<file path="config.mk">
export PLATFORM = sky130hd
export DESIGN_NAME = sprite_field_controller
export DESIGN_NICKNAME = d
export VERILOG_FILES = /design/src/rtl/vga_pkg.sv /design/src/rtl/sprite_pos.sv /design/src/rtl/sprite_field_controller.sv
export SDC_FILE = /design/constraint.sdc
export NUM_CORES = 1
export LEC_CHECK = 0
export ABC_CLOCK_PERIOD_IN_PS = 4100
export CAP_MARGIN = 20
export CORE_UTILIZATION = 55
export DETAILED_ROUTE_END_ITERATION = 16
export PLACE_DENSITY = 0.77
export REMOVE_ABC_BUFFERS = 1
export SYNTH_ARGS = -nofsm -noshare
export SYNTH_HDL_FRONTEND = slang
export SYNTH_SLANG_ARGS = --single-unit
export TNS_END_PERCENT = 100
</file>
<file path="constraint.sdc">
create_clock -name clk -period 4.1 [get_ports clk]
set_clock_uncertainty 0.15 [all_clocks]
set_input_delay 0.82 -clock clk [delete_from_list [all_inputs] [get_ports clk]]
set_output_delay 0.82 -clock clk [all_outputs]
set_load 0.03 [all_outputs]
</file>
<file path="src/rtl/vga_pkg.sv">
// Shared types, colours and edge-mode constants for the sprite field display path.
package vga_pkg;

  localparam int RGB_W = 12;

  typedef logic [RGB_W-1:0] rgb_t;
  typedef logic [9:0]       pos_t;

  localparam rgb_t RED        = 12'hF00;
  localparam rgb_t GREEN      = 12'h0F0;
  localparam rgb_t BLUE       = 12'h00F;
  localparam rgb_t WHITE      = 12'hCCC;
  localparam rgb_t WHITE_HI   = 12'hFFF;
  localparam rgb_t BACKGROUND = 12'h113;
  localparam rgb_t BLACK      = 12'h000;

  localparam rgb_t SPRITE_PALETTE [0:7] = '{
    RED, GREEN, BLUE, 12'hFF0, 12'h0FF, 12'hF0F, 12'hF80, WHITE
  };

  localparam bit WRAP_MODE  = 1'b1;
  localparam bit CLAMP_MODE = 1'b0;

endpackage

</file>
<file path="src/rtl/sprite_pos.sv">
// One sprite's position registers with step, wrap-around or clamp at the visible edges.
module sprite_pos
  import vga_pkg::*;
#(
  parameter pos_t INIT_X = 10'd303,
  parameter pos_t INIT_Y = 10'd274,
  parameter int   H_MIN  = 144,
  parameter int   H_MAX  = 783,
  parameter int   V_MIN  = 35,
  parameter int   V_MAX  = 514,
  parameter int   STEP   = 2,
  parameter bit   WRAP   = WRAP_MODE
) (
  input  logic clk,
  input  logic rst,
  input  logic en,
  input  logic right,
  input  logic left,
  input  logic up,
  input  logic down,
  output pos_t x,
  output pos_t y
);

  localparam logic signed [10:0] STEP_S = 11'(STEP);
  localparam logic signed [10:0] XMIN_S = 11'(H_MIN);
  localparam logic signed [10:0] XMAX_S = 11'(H_MAX);
  localparam logic signed [10:0] YMIN_S = 11'(V_MIN);
  localparam logic signed [10:0] YMAX_S = 11'(V_MAX);

  logic signed [10:0] nx, ny;
  pos_t x_next, y_next;

  always_comb begin
    nx = signed'({1'b0, x});
    ny = signed'({1'b0, y});
    if (right)     nx = nx + STEP_S;
    else if (left) nx = nx - STEP_S;
    else if (up)   ny = ny - STEP_S;
    else if (down) ny = ny + STEP_S;

    if (nx > XMAX_S)      x_next = WRAP ? pos_t'(H_MIN) : pos_t'(H_MAX);
    else if (nx < XMIN_S) x_next = WRAP ? pos_t'(H_MAX) : pos_t'(H_MIN);
    else                  x_next = nx[9:0];

    if (ny > YMAX_S)      y_next = WRAP ? pos_t'(V_MIN) : pos_t'(V_MAX);
    else if (ny < YMIN_S) y_next = WRAP ? pos_t'(V_MAX) : pos_t'(V_MIN);
    else                  y_next = ny[9:0];
  end

  always_ff @(posedge clk or posedge rst) begin
    if (rst) begin
      x <= INIT_X;
      y <= INIT_Y;
    end else if (en) begin
      x <= x_next;
      y <= y_next;
    end
  end

endmodule

</file>
<file path="src/rtl/sprite_field_controller.sv">
// Sprite field: selection, per-pixel hit/priority colour with one-cycle registered output,
// and a per-frame overlap flag.
module sprite_field_controller
  import vga_pkg::*;
#(
  parameter int NUM_SPRITES = 3,
  parameter int H_MIN       = 144,
  parameter int H_MAX       = 783,
  parameter int V_MIN       = 35,
  parameter int V_MAX       = 514,
  parameter int HALF_W      = 5,
  parameter int HALF_H      = 10,
  parameter int STEP        = 2,
  parameter bit WRAP        = WRAP_MODE
) (
  input  logic        clk,
  input  logic        rst,
  input  logic        move_tick,
  input  logic        up,
  input  logic        down,
  input  logic        left,
  input  logic        right,
  input  logic        sel_next,
  input  logic        move_all,
  input  logic        bright,
  input  logic [9:0]  hCount,
  input  logic [9:0]  vCount,
  output logic [11:0] rgb,
  output logic [2:0]  sel_id,
  output logic        collision
);

  localparam logic [10:0] HW = 11'(HALF_W);
  localparam logic [10:0] HH = 11'(HALF_H);

  pos_t xs [NUM_SPRITES];
  pos_t ys [NUM_SPRITES];
  logic [NUM_SPRITES-1:0] hit, border;
  logic [10:0] hc, vc;
  rgb_t pix;
  logic sel_border, multi_hit, sticky, frame_start;

  assign hc = {1'b0, hCount};
  assign vc = {1'b0, vCount};

  for (genvar i = 0; i < NUM_SPRITES; i++) begin : g_sprite
    logic [10:0] xi, yi;

    sprite_pos #(
      .INIT_X(pos_t'(H_MIN + (i + 1) * (H_MAX - H_MIN) / (NUM_SPRITES + 1))),
      .INIT_Y(pos_t'((V_MIN + V_MAX) / 2)),
      .H_MIN (H_MIN),
      .H_MAX (H_MAX),
      .V_MIN (V_MIN),
      .V_MAX (V_MAX),
      .STEP  (STEP),
      .WRAP  (WRAP)
    ) u_pos (
      .clk  (clk),
      .rst  (rst),
      .en   (move_tick && (move_all || sel_id == 3'(i))),
      .right(right),
      .left (left),
      .up   (up),
      .down (down),
      .x    (xs[i]),
      .y    (ys[i])
    );

    assign xi = {1'b0, xs[i]};
    assign yi = {1'b0, ys[i]};
    // Sums on both sides keep the tests free of unsigned underflow near the edges.
    assign hit[i] = (xi <= hc + HW) && (hc <= xi + HW) &&
                    (yi <= vc + HH) && (vc <= yi + HH);
    assign border[i] = (hc == xi + HW) || (hc + HW == xi) ||
                       (vc == yi + HH) || (vc + HH == yi);
  end

  always_comb begin
    pix        = BACKGROUND;
    sel_border = 1'b0;
    for (int i = NUM_SPRITES - 1; i >= 0; i--) begin
      if (hit[i]) pix = SPRITE_PALETTE[i];
    end
    for (int i = 0; i < NUM_SPRITES; i++) begin
      if (hit[i] && border[i] && sel_id == 3'(i)) sel_border = 1'b1;
    end
    if (sel_border) pix = WHITE_HI;
    if (!bright)    pix = BLACK;
  end

  assign multi_hit   = ($countones(hit) > 1);
  assign frame_start = (hCount == 10'd0) && (vCount == 10'd0);

  always_ff @(posedge clk or posedge rst) begin
    if (rst) begin
      rgb       <= '0;
      sel_id    <= '0;
      collision <= 1'b0;
      sticky    <= 1'b0;
    end else begin
      rgb <= pix;
      if (sel_next)
        sel_id <= (sel_id >= 3'(NUM_SPRITES - 1)) ? 3'd0 : sel_id + 3'd1;
      if (frame_start) begin
        collision <= sticky;
        sticky    <= 1'b0;
      end else if (multi_hit && bright) begin
        sticky <= 1'b1;
      end
    end
  end

endmodule

</file>
==> qor.txt <==
Tmin final: 4.036 ns
Final hold violation count: 0
Startpoint types: input port
Most used routing layer: met2
Most frequent cells in the layout: 146 x buf_4, 121 x ha_1, 112 x nand2_1
Library cells used by synthesis: 104
Most Frequent Cell on Critical Path: maj3_2
Crit path to: sticky
DRT Pass-1 Iters: 5
Hold WS: 0.3687 ns
Post-Syn Area: 0.009872 mm²
Fillers: 1464
I/O pin total: 46
Syn Inst Count: 1254
Clk buf depth: 2
Crit Reg-Reg Startpoint: g_sprite[1].u_pos.y[1]
Slowest cell on crit path: ha_1
Fmax: 247.7 MHz
YS warnings: 0
Routed length per instance: 18.64 µm
DR vias/cell: 6.400
WP buf/inv: 2
Routed WL: 30.01 mm
Setup-failing EPs final: 0
Sink Count: 71
Global-route wire length before repair: 48.15 mm
Port buffer count: 45
Pwr Density: 570.2 mW/mm²
Setup CP Type: input port to flop
M1 GR Usage: 0.4154
R2R setup slack: 0.11 ns
DP Wirelength: 23.46 mm
Max IR drop VDD: 355.3 µV
Seq cells post-synth: 71
Post-DRT Antenna Nets: 0
Number of synthesized flops with an enable pin: 0
Crit-path leading delay family: adder cells
Vias in the first global route: 9758
Cell area after layout: 0.01183 mm²
Die Span Y: 136.0 µm
Required time worst endpoint: 4.19 ns
Reg area: 0.001813 mm²
Tcrit/Tclk final: 0.9845
Slew @ Worst Pin: 1.018 ns
Slew Viols, Final: 0
Routability cong.: 0.9774
GRT overflow: 0
H-tree depth: 3
CP Cell Sequence: dlygate4sd2_1, ha_4, xor2_2, ha_1, a21oi_2, nand2_1, a21o_1, maj3_2, maj3_2, maj3_2, a211o_4, inv_1, ha_1, a31o_2, a21oi_1, nor2_1
CP Depth: 16
Min-Delay Path Class: flop to flop
Max incr delay on CP: 0.33 ns
Core area: 0.01742 mm²
Avg Cell Area, Syn: 7.872 µm²
Finished Core Util: 0.6792
Max Cap Viol: 0
Ant diodes: 0
Cts hold-fix bufs: 0
Clk root buf: clkbuf_16
Clk slew on worst S/H paths: 0.06 ns
CP endpoint kind: flop
Seq/Total Area, Yosys: 0.1837
Initial antenna violation count: 0
Starting density of the core: 0.5668
Cells on worst reg2reg path: 15
Die W: 136.0 µm
Placed inst area: 0.01140 mm²
Residual DRC: 0
Multi-input gate area: 0.007576 mm²
Layout cells sized above 1: 0.1827
1st-iter DRT viols: 968
FP Rows: 48
Worst slew margin: 0.3211
CTS tree: done
WP data arrival: 4.12 ns
Run status: complete, no violations
GR Util met2: 0.5490
RSZ-0062 raised after global routing: true
Cts bufs inserted: 9
CP Launch Point: hCount[1]
Met3 Track Usage GR: 0.05630
Nets: 1532
Die ar.: 0.01849 mm²
Critical R2R Capture: rgb[8]
Global-route usage over all layers: 0.3312
Crit-path max FO: 3
Commonest non-fill, non-tap cell in the layout: buf_4
P_leak: 5.133 nW
Clock Latency Late Sink: 0.35 ns
Synth-to-Final Area Change: 19.84%
Routed vias: 10304
Most used DFF post-synth: dfrtp_1
Largest net degree at the start of global routing: 40
Ys async rst share: 1.000
cell type report:
type,count,area share
Tap cell,225,0.02380
Timing Repair Buffer,194,0.1358
Clock buffer,11,0.01967
Multi-Input combinational cell,1041,0.6404
Sequential cell,71,0.1533
Clock inverter,5,0.007086
Inverter,63,0.01999
synthesized netlist by cell type (all sizes together) (5+ instances only):
| master | number | area share |
|---|---|---|
| a2111oi | 7 | 0.0089 |
| a211o | 8 | 0.0080 |
| a211oi | 11 | 0.0084 |
| a21o | 24 | 0.019 |
| a21oi | 87 | 0.044 |
| a22o | 7 | 0.0062 |
| a31o | 5 | 0.0044 |
| a31oi | 13 | 0.0082 |
| a41oi | 7 | 0.0070 |
| and2 | 7 | 0.0047 |
| and3 | 16 | 0.010 |
| and4 | 6 | 0.0053 |
| buf | 25 | 0.015 |
| clkbuf | 54 | 0.021 |
| dfrtp | 42 | 0.11 |
| dfstp | 29 | 0.077 |
| ha | 122 | 0.15 |
| inv | 63 | 0.024 |
| maj3 | 8 | 0.0081 |
| mux2i | 9 | 0.0091 |
| nand2 | 112 | 0.043 |
| nand2b | 17 | 0.011 |
| nand3 | 31 | 0.016 |
| nand3b | 11 | 0.0084 |
| nand4 | 33 | 0.021 |
| nor2 | 74 | 0.028 |
| nor2b | 21 | 0.014 |
| nor3 | 35 | 0.018 |
| nor4 | 18 | 0.012 |
| nor4b | 5 | 0.0051 |
| o2111ai | 5 | 0.0051 |
| o21a | 9 | 0.0070 |
| o21ai | 91 | 0.047 |
| o22a | 5 | 0.0044 |
| o22ai | 7 | 0.0044 |
| o31ai | 17 | 0.013 |
| o32ai | 5 | 0.0044 |
| o41ai | 8 | 0.0086 |
| or2 | 12 | 0.0076 |
| or3 | 17 | 0.011 |
| or4 | 6 | 0.0053 |
| xnor2 | 61 | 0.055 |
| xor2 | 43 | 0.039 |
worst register-to-register path: stages (launching register included):
cell and delay [ns]:
dfstp_2 0.65, ha_1 0.20, buf_4 0.14, nor2_1 0.05
nor4_1 0.23, xnor2_1 0.12, ha_1 0.33, a22o_1 0.15
nor4_1 0.05, o221a_2 0.12, or4b_2 0.73, o41ai_1 0.16
a311oi_1 0.13, a32oi_1 0.33, o21ai_1 0.14, o21bai_1 0.19
cell families (layout without fill, tap and decap cells):
kind of cell | after synthesis | in the layout | share of synthesized area
muxes | 12 | 12 | 0.01369
buffers and inverters | 142 | 273 | 0.05944
DFF | 71 | 71 | 0.1837
xor gates and xnor gates | 107 | 107 | 0.1006
AOI/OAI and AO/OA | 359 | 359 | 0.2485
and+or+nand+nor | 433 | 433 | 0.2313
adders and majority gates | 130 | 130 | 0.1627
timing repair:
item | in CTS | in global routing
setup buffers | 1 | 1
cloned | 0 | 0
setup endpoints to repair | 7 | 5
resized for setup | 10 | 25
pin swaps | 4 | 5
per-layer routing:
metal  vias up  part of all wire
met5         -                 0
li1       4899                 -
met3        95             0.074
met4         0             0.041
met1      4860              0.41
met2       450              0.47
worst min path at each step:
stage          startpoint   endpoint  slack [ns]  cells after the start
2_1_floorplan      sticky     sticky        0.31                      2
3_3_place_gp       sticky     sticky        0.34                      2
3_5_place_dp    collision  collision        0.35                      1
4_1_cts         collision  collision        0.37                      1
5_1_grt         collision  collision        0.40                      1
6_report        collision  collision        0.37                      1
registers in the layout (all words and copies together), names as in the netlist:
name and cells:
sel_id 3, rgb 6, g_sprite.u_pos.y 30, sticky 1, collision 1, g_sprite.u_pos.x 30
metrics by stage:
step | setup TNS, ns | instances | setup slack (ns) | power, mW
after floorplan | -0.1539 | 1175 | -0.1539 | 4.273
after global placement | -3.408 | 1592 | -0.6824 | 5.588
after detailed placement | -3.841 | 1592 | -0.7425 | 5.717
after CTS | 0 | 1609 | 0.04436 | 6.642
after global routing | -0.06514 | 1610 | -0.06514 | 7.265
final | 0 | 1610 | 0.06359 | 6.746
where the power goes:
part           switching [mW]  total, mW  internal [mW]
combinational            2.47       4.45           1.98
sequential              0.415       1.43           1.01
clock                   0.334      0.869          0.535
Note: power is estimated with default switching activity, not from simulation.
